--- config.mk ---
export PLATFORM = sky130hd
export DESIGN_NAME = if_stage
export DESIGN_NICKNAME = d
export VERILOG_FILES = /design/src/rtl/if_stage_pkg.sv /design/src/rtl/if_stage_pc_unit.sv /design/src/rtl/if_stage.sv
export SDC_FILE = /design/constraint.sdc
export NUM_CORES = 1
export LEC_CHECK = 0
export ABC_AREA = 1
export BUFFER_PORTS_ARGS = -buffer_cell sky130_fd_sc_hd__buf_2
export CORE_UTILIZATION = 30
export DETAILED_ROUTE_END_ITERATION = 10
export PLACE_DENSITY = 0.55
export SYNTH_ARGS = -nofsm -noshare
export SYNTH_HDL_FRONTEND = slang
export SYNTH_HIERARCHICAL = 1
export SYNTH_SLANG_ARGS = --single-unit
--- constraint.sdc ---
create_clock -name i_clk -period 2.7 [get_ports i_clk]
set_input_delay 0.27 -clock i_clk [delete_from_list [all_inputs] [get_ports i_clk]]
set_output_delay 0.27 -clock i_clk [all_outputs]
set_load 0.05 [all_outputs]
--- src/rtl/if_stage_pkg.sv ---
// rtl/if_stage_pkg.sv - shared constants and types for the instruction-fetch stage
// Purpose: default widths, reset PC, NOP encoding, FSM states and next-PC select codes.
// Ports:   none (package).
package if_stage_pkg;

  localparam int unsigned IF_ADD_SIZE = 32;
  localparam logic [31:0] IF_RESET_PC = 32'h0000_0000;
  localparam logic [31:0] NOP_INSTR   = 32'h0000_0013;  // addi x0, x0, 0

  typedef enum logic [1:0] {
    IDLE  = 2'd0,
    FETCH = 2'd1,
    HOLD  = 2'd2,
    DRAIN = 2'd3
  } state_e;

  typedef enum logic [1:0] {
    NPC_KEEP    = 2'd0,
    NPC_INC     = 2'd1,
    NPC_TARGET  = 2'd2,
    NPC_PENDING = 2'd3
  } npc_sel_e;

endpackage

--- src/rtl/if_stage_pc_unit.sv ---
// rtl/if_stage_pc_unit.sv - PC register, pending redirect target and next-PC selection
// Purpose: holds the fetch PC and a parked redirect target used while an old fetch drains.
// Ports:   i_clk, i_rstn       clock, sync active-low reset
//          i_npc_sel           next-PC source (keep / +4 / target / pending)
//          i_pend_load         capture i_target into the pending register
//          i_target            redirect target (low two bits are masked off)
//          o_pc, o_pc_plus4    current PC and PC+4 (modulo 2^W)
module if_stage_pc_unit
  import if_stage_pkg::*;
#(
  parameter int unsigned       W        = 32,
  parameter logic [W-1:0]      RESET_PC = '0
) (
  input  logic         i_clk,
  input  logic         i_rstn,
  input  npc_sel_e     i_npc_sel,
  input  logic         i_pend_load,
  input  logic [W-1:0] i_target,
  output logic [W-1:0] o_pc,
  output logic [W-1:0] o_pc_plus4
);

  logic [W-1:0] pc_q, pc_d;
  logic [W-1:0] pend_q, pend_d;
  logic [W-1:0] target_aligned;

  // Instructions are word aligned; a misaligned target is silently rounded down.
  assign target_aligned = i_target & ~W'(3);
  assign o_pc           = pc_q;
  assign o_pc_plus4     = pc_q + W'(4);

  always_comb begin
    pc_d = pc_q;
    unique case (i_npc_sel)
      NPC_INC:     pc_d = o_pc_plus4;
      NPC_TARGET:  pc_d = target_aligned;
      NPC_PENDING: pc_d = pend_q;
      default:     pc_d = pc_q;
    endcase
  end

  assign pend_d = i_pend_load ? target_aligned : pend_q;

  always_ff @(posedge i_clk) begin
    if (!i_rstn) begin
      pc_q   <= RESET_PC;
      pend_q <= '0;
    end else begin
      pc_q   <= pc_d;
      pend_q <= pend_d;
    end
  end

endmodule

--- src/rtl/if_stage.sv ---
// rtl/if_stage.sv - RV32I instruction-fetch stage with req/ack memory port and IF/ID register
// Purpose: fetch FSM, hold buffer for data arriving under stall, and the IF/ID pipeline register.
// Ports:   i_clk, i_rstn                     clock, sync active-low reset
//          i_stall, i_flush                  hazard-unit hold / bubble-insert
//          i_pc_sel, i_pc_target             redirect from execute
//          o_imem_req, o_imem_addr           fetch request and address (= PC)
//          i_imem_ack, i_imem_rdata          single-cycle completion with data
//          o_id_instr, o_id_pc, o_id_pc_plus4, o_id_valid   IF/ID register
module if_stage
  import if_stage_pkg::*;
#(
  parameter int unsigned            I_ADD_SIZE = IF_ADD_SIZE,
  parameter logic [I_ADD_SIZE-1:0]  RESET_PC   = I_ADD_SIZE'(IF_RESET_PC)
) (
  input  logic                  i_clk,
  input  logic                  i_rstn,
  input  logic                  i_stall,
  input  logic                  i_flush,
  input  logic                  i_pc_sel,
  input  logic [I_ADD_SIZE-1:0] i_pc_target,
  output logic                  o_imem_req,
  output logic [I_ADD_SIZE-1:0] o_imem_addr,
  input  logic                  i_imem_ack,
  input  logic [I_ADD_SIZE-1:0] i_imem_rdata,
  output logic [I_ADD_SIZE-1:0] o_id_instr,
  output logic [I_ADD_SIZE-1:0] o_id_pc,
  output logic [I_ADD_SIZE-1:0] o_id_pc_plus4,
  output logic                  o_id_valid
);

  localparam logic [I_ADD_SIZE-1:0] NOP = I_ADD_SIZE'(NOP_INSTR);

  state_e                  state_q, state_d;
  npc_sel_e                npc_sel;
  logic                    pend_load;
  logic [I_ADD_SIZE-1:0]   pc, pc_plus4;
  logic [I_ADD_SIZE-1:0]   hold_q, hold_d;
  logic                    ld;
  logic [I_ADD_SIZE-1:0]   ld_instr;
  logic [I_ADD_SIZE-1:0]   id_instr_q, id_instr_d;
  logic [I_ADD_SIZE-1:0]   id_pc_q, id_pc_d;
  logic [I_ADD_SIZE-1:0]   id_pc4_q, id_pc4_d;
  logic                    id_valid_q, id_valid_d;

  if_stage_pc_unit #(
    .W        (I_ADD_SIZE),
    .RESET_PC (RESET_PC)
  ) u_pc_unit (
    .i_clk       (i_clk),
    .i_rstn      (i_rstn),
    .i_npc_sel   (npc_sel),
    .i_pend_load (pend_load),
    .i_target    (i_pc_target),
    .o_pc        (pc),
    .o_pc_plus4  (pc_plus4)
  );

  // State register
  always_ff @(posedge i_clk) begin
    if (!i_rstn) state_q <= IDLE;
    else         state_q <= state_d;
  end

  // Next state. Ack is only looked at in FETCH/DRAIN, so a stray ack
  // (IDLE, HOLD, or after a reset abandoned a request) is ignored.
  always_comb begin
    state_d = state_q;
    unique case (state_q)
      IDLE:  state_d = FETCH;
      FETCH: begin
        if (i_pc_sel)                 state_d = i_imem_ack ? FETCH : DRAIN;
        else if (i_imem_ack && i_stall) state_d = HOLD;
      end
      HOLD:  if (i_pc_sel || !i_stall) state_d = FETCH;
      DRAIN: if (i_imem_ack)          state_d = FETCH;
      default: state_d = IDLE;
    endcase
  end

  // Outputs
  always_comb begin
    o_imem_req = (state_q == FETCH) || (state_q == DRAIN);
  end
  assign o_imem_addr = pc;

  // PC source, pending-target capture, hold buffer and IF/ID load candidate.
  always_comb begin
    npc_sel   = NPC_KEEP;
    pend_load = 1'b0;
    hold_d    = hold_q;
    ld        = 1'b0;
    ld_instr  = i_imem_rdata;
    unique case (state_q)
      FETCH: begin
        if (i_pc_sel) begin
          // Address must stay put until ack, so an unacked redirect is parked.
          if (i_imem_ack) npc_sel   = NPC_TARGET;
          else            pend_load = 1'b1;
        end else if (i_imem_ack) begin
          if (i_stall) begin
            hold_d = i_imem_rdata;
          end else begin
            ld      = 1'b1;
            npc_sel = NPC_INC;
          end
        end
      end
      HOLD: begin
        if (i_pc_sel) begin
          npc_sel = NPC_TARGET;
        end else if (!i_stall) begin
          ld       = 1'b1;
          ld_instr = hold_q;
          npc_sel  = NPC_INC;
        end
      end
      DRAIN: begin
        // A redirect arriving with the ack is newer than the parked one.
        if (i_imem_ack) npc_sel   = i_pc_sel ? NPC_TARGET : NPC_PENDING;
        else if (i_pc_sel) pend_load = 1'b1;
      end
      default: ;
    endcase
  end

  // IF/ID: flush beats stall beats load/bubble.
  always_comb begin
    id_instr_d = NOP;
    id_pc_d    = '0;
    id_pc4_d   = '0;
    id_valid_d = 1'b0;
    if (i_flush) begin
      id_valid_d = 1'b0;
    end else if (i_stall) begin
      id_instr_d = id_instr_q;
      id_pc_d    = id_pc_q;
      id_pc4_d   = id_pc4_q;
      id_valid_d = id_valid_q;
    end else if (ld) begin
      id_instr_d = ld_instr;
      id_pc_d    = pc;
      id_pc4_d   = pc_plus4;
      id_valid_d = 1'b1;
    end
  end

  always_ff @(posedge i_clk) begin
    if (!i_rstn) begin
      hold_q     <= '0;
      id_instr_q <= NOP;
      id_pc_q    <= '0;
      id_pc4_q   <= '0;
      id_valid_q <= 1'b0;
    end else begin
      hold_q     <= hold_d;
      id_instr_q <= id_instr_d;
      id_pc_q    <= id_pc_d;
      id_pc4_q   <= id_pc4_d;
      id_valid_q <= id_valid_d;
    end
  end

  assign o_id_instr    = id_instr_q;
  assign o_id_pc       = id_pc_q;
  assign o_id_pc_plus4 = id_pc4_q;
  assign o_id_valid    = id_valid_q;

endmodule

## After elaboration in Yosys (flattened, before gate mapping)

Index checks and enable logic that the tools add are counted.

| cells by class | value |
|---|---|
| bitwise operators | 2 |
| add/subtract/negate cells | 1 |
| equality and inequality tests | 9 |
| reduce and logical (&&, ||, !) cells | 9 |
| multiplexer cells | 31 |

Operators by type and width:

| kind | count |
|---|---|
| 2-to-1 mux 32 bit | 5 |
| case mux 32 bit (3 select lines) | 1 |
| adder 32 x 3 -> 32 bit, second input constant | 1 |
| 2-to-1 mux 2 bit | 9 |
| 2-to-1 mux 1 bit | 12 |
| == test 2 bit, second input constant | 4 |
| case mux 2 bit (4 select lines) | 1 |
| case mux 2 bit (3 select lines) | 1 |
| == test 2 x 1 -> 1 bit, second input constant | 2 |
| inequality test 2 bit, second input constant | 2 |
| case mux 1 bit (2 select lines) | 2 |
| AND reduction 4 bit | 1 |
| inequality test 3 bit, second input constant | 1 |
| AND reduction 3 bit | 1 |
| nonzero test 3 bit | 1 |
| logical NOT 2 bit | 1 |
| logical OR 1 bit | 2 |
| NOT 1 bit | 2 |
| OR reduction 2 bit | 1 |
| logical AND 1 bit | 1 |
| logical NOT 1 bit | 1 |

| word-level totals | value |
|---|---|
| register bits | 193 |
| output and inout bits | 130 |
| bits of input ports | 70 |

## Depth between registers and ports, before layout

| logic depth | value |
|---|---|
| depth after elaboration | 6 |
| gate-level depth with buffers | 13 |
| depth with buffers taken out | 12 |

## By module

The synthesis kept the hierarchy.

By module, submodules not included:

| module | cells each | times used | area each (µm²) |
|---|---|---|---|
| if_stage | 713 | 1 | 5571.6 |
| if_stage_pc_unit | 522 | 1 | 3498.4 |

## Worst setup path after synthesis

Ideal clock, no wire load.

| path | value |
|---|---|
| path type | reg-to-reg |
| from | reg state_q[0] |
| to | reg u_pc_unit.pc_q[12], in the netlist u_pc_unit/o_pc[12] |
| arrival time | 1819 ps |
| library setup time | 124 ps |
| setup slack | 757 ps |
| data required time | 2576 ps |
| stages on the path, launching flop included | 12 |
| buffers on the path | 1 |
| path through | dfxtp_1 inv_1 ha_1 inv_2 o21ai_0 a22oi_1 nor2_1 nor2_4 clkinv_1 clkbuf_1 o21ai_0 a21oi_1 |

| between the ends | value |
|---|---|
| cells in the longest elaborated chain, start to end | 4 |
| elaborated cells on any way between the ends | 9 |
| classes of those cells | eq/ne (6); mux (2); reduce/logical (1) |

Ends and longest elaborated chain:

| what | RTL line | text |
|---|---|---|
| start, declared | if_stage.sv:33 | `state_e state_q, state_d;` |
| start signal, assigned | if_stage.sv:61 | `else state_q <= state_d;` |
| == test 2 bit / == test 2 x 1 -> 1 bit (equally long branches) | if_stage.sv:93 | `unique case (state_q)` |
| case mux 2 bit (3 select lines) (*) | if_stage.sv:93 |  |
| via npc_sel[1] | if_stage.sv:34 | `npc_sel_e npc_sel;` |
| == test 2 bit / == test 2 x 1 -> 1 bit (equally long branches) | if_stage_pc_unit.sv:34 | `unique case (i_npc_sel)` |
| case mux 32 bit (3 select lines) / nonzero test 3 bit (equally long branches) | - |  |
| end signal, assigned | if_stage_pc_unit.sv:49 | `pc_q <= pc_d;` |
| end, declared | if_stage_pc_unit.sv:23 | `logic [W-1:0] pc_q, pc_d;` |

Mark *: on every way through the listed nets, which the timed path passes. The rest lies on a longest branch.
A chain may end at the register's enable or synchronous reset.

## Worst setup path in the final report

| path | value |
|---|---|
| from | reg state_q[0] |
| to | reg u_pc_unit.pc_q[25], in the netlist u_pc_unit/o_pc[25] |

The elaborated chain is that of the path after synthesis.

==> metrics.txt <==
# TYPE chip_impl_metric gauge
chip_impl_metric{name="fin_cells",unit=""} 1789
chip_impl_metric{name="io_pins",unit=""} 200
chip_impl_metric{name="dieArea",unit="sq mm"} 0.0309
chip_impl_metric{name="fmax",unit="MHz"} 440
chip_impl_metric{name="path_clk_slew",unit="ns"} 0.08
chip_impl_info{name="synth-main-ff-cell",value="sky130_fd_sc_hd__dfxtp_1"} 1
chip_impl_metric{name="power_frac_comb",unit="%"} 17.9
chip_impl_metric{name="netSwitchingFraction",unit="%"} 33.9
chip_impl_metric{name="clkLatencyLatePin",unit="ns"} 0.45
chip_impl_info{name="clock_tree.root_cell",value="sky130_fd_sc_hd__clkbuf_16"} 1
chip_impl_metric{name="crit_path_max_fanout",unit=""} 22
chip_impl_metric{name="power-per-cell-area",unit="mW/mm^2"} 638
chip_impl_metric{name="maxCapViolations",unit=""} 0
chip_impl_metric{name="drt.antenna.violating_nets",unit=""} 0
chip_impl_metric{name="floorplan.die.width",unit="um"} 176
chip_impl_metric{name="layout_worst_path_cycle_share",unit="%"} 84.1
chip_impl_info{name="holdCritStartpoint",value="i_pc_target[6]"} 1
chip_impl_metric{name="syn2layout_area_growth",unit="%"} 20.1
chip_impl_metric{name="report.final.hold_viol_count",unit=""} 0
chip_impl_metric{name="first_iter_violations",unit=""} 608
chip_impl_metric{name="cts_setup_buffers",unit=""} 0
chip_impl_metric{name="syn-mean-instance-area",unit="sq um"} 7.34
chip_impl_metric{name="initial_utilization",unit="%"} 30.5
chip_impl_metric{name="final_worst_setup_slack",unit="ns"} 0.429
chip_impl_metric{name="dp_slack",unit="ns"} 0.439
chip_impl_metric{name="p_sw",unit="mW"} 2.36
chip_impl_metric{name="cts_made_buffers",unit=""} 17
chip_impl_metric{name="count_of_final_setup_violators",unit=""} 0
chip_impl_metric{name="grt-ovfl-total",unit=""} 0
chip_impl_metric{name="timing_worst_slew_pin_value",unit="ns"} 1.09
chip_impl_metric{name="p_clk_share",unit="%"} 37.5
chip_impl_metric{name="wl",unit="um"} 28200
chip_impl_metric{name="number_of_flops_mapped_to_enable_cells_by_yosys",unit=""} 0
chip_impl_metric{name="floorplan.rows",unit=""} 63
chip_impl_info{name="tritoncts",value="done"} 1
chip_impl_metric{name="fin_tns_setup",unit="ns"} 0
chip_impl_info{name="timing_worst_setup_path_type",value="reg2reg"} 1
chip_impl_metric{name="dp_cells",unit=""} 1755
chip_impl_metric{name="post_drt_wl_per_cell",unit="um"} 15.8
chip_impl_metric{name="grt_max_degree",unit=""} 96
chip_impl_metric{name="post_synth_instance_area",unit="sq mm"} 0.00907
chip_impl_metric{name="fraction_of_the_yosys_area_taken_by_sequential_cells",unit="%"} 42.2
chip_impl_metric{name="slew-limit-headroom",unit="%"} 27.6
chip_impl_metric{name="clkSinkCount",unit=""} 191
chip_impl_metric{name="post_cts_resize_count",unit=""} 0
chip_impl_info{name="crit-reg2reg-launch",value="state_q[0]"} 1
chip_impl_metric{name="synth_seq_cells",unit=""} 191
chip_impl_metric{name="die_height",unit="um"} 176
chip_impl_metric{name="leakagePower",unit="nW"} 4.59
chip_impl_metric{name="vias",unit=""} 8613
chip_impl_metric{name="worstPathArrival",unit="ns"} 2.66
chip_impl_info{name="critical_path.startpoint_type",value="register"} 1
chip_impl_metric{name="asyncSetResetFlopFracSynth",unit="%"} 0
chip_impl_metric{name="placed_wire_length_estimate_after_detailed_placement",unit="um"} 18400
chip_impl_metric{name="critPathRequiredTime",unit="ns"} 3.09
chip_impl_metric{name="htree_num_levels",unit=""} 4
chip_impl_metric{name="viasPerCell",unit=""} 4.81
chip_impl_metric{name="power.share.sequential",unit="%"} 44.6
chip_impl_metric{name="number_of_antenna_violations_at_the_first_check_in_global_routing",unit=""} 2
chip_impl_info{name="critical_path.endpoint_type",value="register"} 1
chip_impl_info{name="most_frequent_cells_in_the_layout",value="313 x sky130_fd_sc_hd__nand2_1, 194 x sky130_fd_sc_hd__buf_2, 191 x sky130_fd_sc_hd__dfxtp_1"} 1
chip_impl_metric{name="finalWorstPathRequiredPeriod",unit="ns"} 2.27
chip_impl_metric{name="cts_buffer_depth",unit=""} 2
chip_impl_metric{name="finClkSkew",unit="ns"} 0.0135
chip_impl_metric{name="drive_above_1_share",unit="%"} 25.8
chip_impl_metric{name="slew_viol_final",unit=""} 0
chip_impl_info{name="hold_class",value="in2reg"} 1
chip_impl_metric{name="cellInternalPower",unit="mW"} 4.60
chip_impl_metric{name="place_congestion",unit=""} 0.818
chip_impl_metric{name="synthesis.yosys.warnings",unit=""} 6
chip_impl_metric{name="grt_first_pass_wirelength",unit="um"} 43900
chip_impl_metric{name="cts_hold_repair.buffers",unit=""} 0
chip_impl_metric{name="io_buffer_count",unit=""} 195
chip_impl_metric{name="num-nets-final",unit=""} 1460
chip_impl_info{name="layout_commonest_cell",value="sky130_fd_sc_hd__nand2_1"} 1
chip_impl_info{name="run_status",value="finished clean"} 1
chip_impl_metric{name="grt_pass1_vias",unit=""} 7693
chip_impl_metric{name="irDropWorstVdd",unit="mV"} 0.454
chip_impl_info{name="crit_path_start",value="state_q[0]"} 1
chip_impl_metric{name="syn-instance-count",unit=""} 1235
chip_impl_metric{name="globalRouteTotalUtil",unit="%"} 18.3
chip_impl_metric{name="drc",unit=""} 0
chip_impl_metric{name="core-area",unit="sq mm"} 0.0297
chip_impl_info{name="rsz_0062_raised_after_global_routing",value="no"} 1
chip_impl_metric{name="drtPass1Iterations",unit=""} 5
chip_impl_metric{name="post-route-util",unit="%"} 36.7
chip_impl_metric{name="ys_types",unit=""} 37
## kinds of logic (layout without fill, tap and decap cells)
group | Yosys count | count (layout) | synth area share (%)
XOR/XNOR | 14 | 14 | 1.85
buffers and inverters | 145 | 304 | 7.41
other | 1 | 6 | 0.0413
AND/OR/NAND/NOR | 605 | 605 | 30.8
adder cells (fa/ha/maj) | 6 | 6 | 0.828
flip-flops | 191 | 191 | 42.2
AO/OA/AOI/OAI | 273 | 273 | 16.9
## cell usage after synthesis, types with 4 or more instances
cell type	number	area [sq um]
sky130_fd_sc_hd__nand2_1	313	1170
sky130_fd_sc_hd__dfxtp_1	191	3820
sky130_fd_sc_hd__nor2_1	126	473
sky130_fd_sc_hd__o21ai_0	116	581
sky130_fd_sc_hd__a21oi_1	100	500
sky130_fd_sc_hd__nand3_1	82	410
sky130_fd_sc_hd__inv_1	49	184
sky130_fd_sc_hd__clkbuf_1	37	139
sky130_fd_sc_hd__buf_2	33	165
sky130_fd_sc_hd__a21oi_2	30	263
sky130_fd_sc_hd__nand3_2	30	300
sky130_fd_sc_hd__nor2_4	12	135
sky130_fd_sc_hd__nand2_2	11	68.8
sky130_fd_sc_hd__a31oi_1	10	62.6
sky130_fd_sc_hd__inv_2	9	33.8
sky130_fd_sc_hd__and2_1	8	50.1
sky130_fd_sc_hd__a221oi_1	7	61.3
sky130_fd_sc_hd__nor2_2	7	43.8
sky130_fd_sc_hd__buf_1	6	22.5
sky130_fd_sc_hd__ha_1	6	75.1
sky130_fd_sc_hd__nand3b_1	6	45.0
sky130_fd_sc_hd__o211ai_1	6	45.0
sky130_fd_sc_hd__xor2_2	6	97.6
sky130_fd_sc_hd__or2_2	5	31.3
sky130_fd_sc_hd__buf_4	4	30.0
sky130_fd_sc_hd__xnor2_1	4	35.0
sky130_fd_sc_hd__xor2_1	4	35.0
## state kept, by name (all words and copies together), names as in the netlist
name / count
o_id_instr: 32
u_pc_unit/pend_q: 30
o_id_pc_plus4: 32
state_q: 2
o_id_pc: 32
o_id_valid: 1
hold_q: 32
u_pc_unit/o_pc: 30
## critical path, cell delays in order, from the launching register on
cell and delay, ns:
sky130_fd_sc_hd__dfxtp_1 0.41, sky130_fd_sc_hd__inv_1 0.11, sky130_fd_sc_hd__ha_1 0.26, sky130_fd_sc_hd__inv_2 0.09
sky130_fd_sc_hd__o21ai_0 0.08, sky130_fd_sc_hd__a22oi_1 0.16, sky130_fd_sc_hd__nor2_1 0.13, sky130_fd_sc_hd__nor2_4 0.28
sky130_fd_sc_hd__clkinv_1 0.13, sky130_fd_sc_hd__buf_4 0.23, sky130_fd_sc_hd__o211ai_1 0.12, sky130_fd_sc_hd__inv_1 0.06
sky130_fd_sc_hd__a21oi_1 0.13
## final timing paths
check	end	slack [ns]	cells after the start
setup reg to reg	u_pc_unit/o_pc[25]	0.43	12
hold / removal	u_pc_unit/pend_q[6]	0.05	3
setup / recovery	u_pc_unit/o_pc[25]	0.43	12
hold reg to reg	hold_q[31]	0.45	2
## routing by layer
layer	GRT usage, %	share of wire (%)	vias to the layer above
met5	0	0	-
met4	5.36	1.2	0
met3	3.83	5.3	24
met2	27.8	45	233
met1	25.9	48	4027
li1	-	-	4329
## through the flow
stage	power (mW)	cell area, sq um	hold slack (ns)
floorplan	4.01	9080	0.384
global placement	4.41	10300	0.438
detailed placement	4.42	10300	0.443
CTS	7.04	10900	0.0347
global route	7.26	10900	0.0490
finish	6.95	10900	0.0533
## cell type report
| type | count | area (sq um) |
|---|---|---|
| Inverter | 59 | 224 |
| Timing Repair Buffer | 213 | 1160 |
| Multi-Input combinational cell | 902 | 4610 |
| Tap cell | 390 | 488 |
| Clock buffer | 18 | 439 |
| Sequential cell | 191 | 3820 |
| Clock inverter | 14 | 145 |
| Fill cell | 3152 | 18800 |
| Antenna cell | 2 | 5.00 |
## power groups by stage
stage	clock network [mW]	registers, mW	logic [mW]
2_1_floorplan	0	3.35	0.659
3_3_place_gp	0	3.17	1.24
3_5_place_dp	0	3.17	1.25
4_1_cts	2.68	3.10	1.25
5_1_grt	2.78	3.12	1.36
6_report	2.61	3.10	1.24
Power figures use the tool's default switching activity.
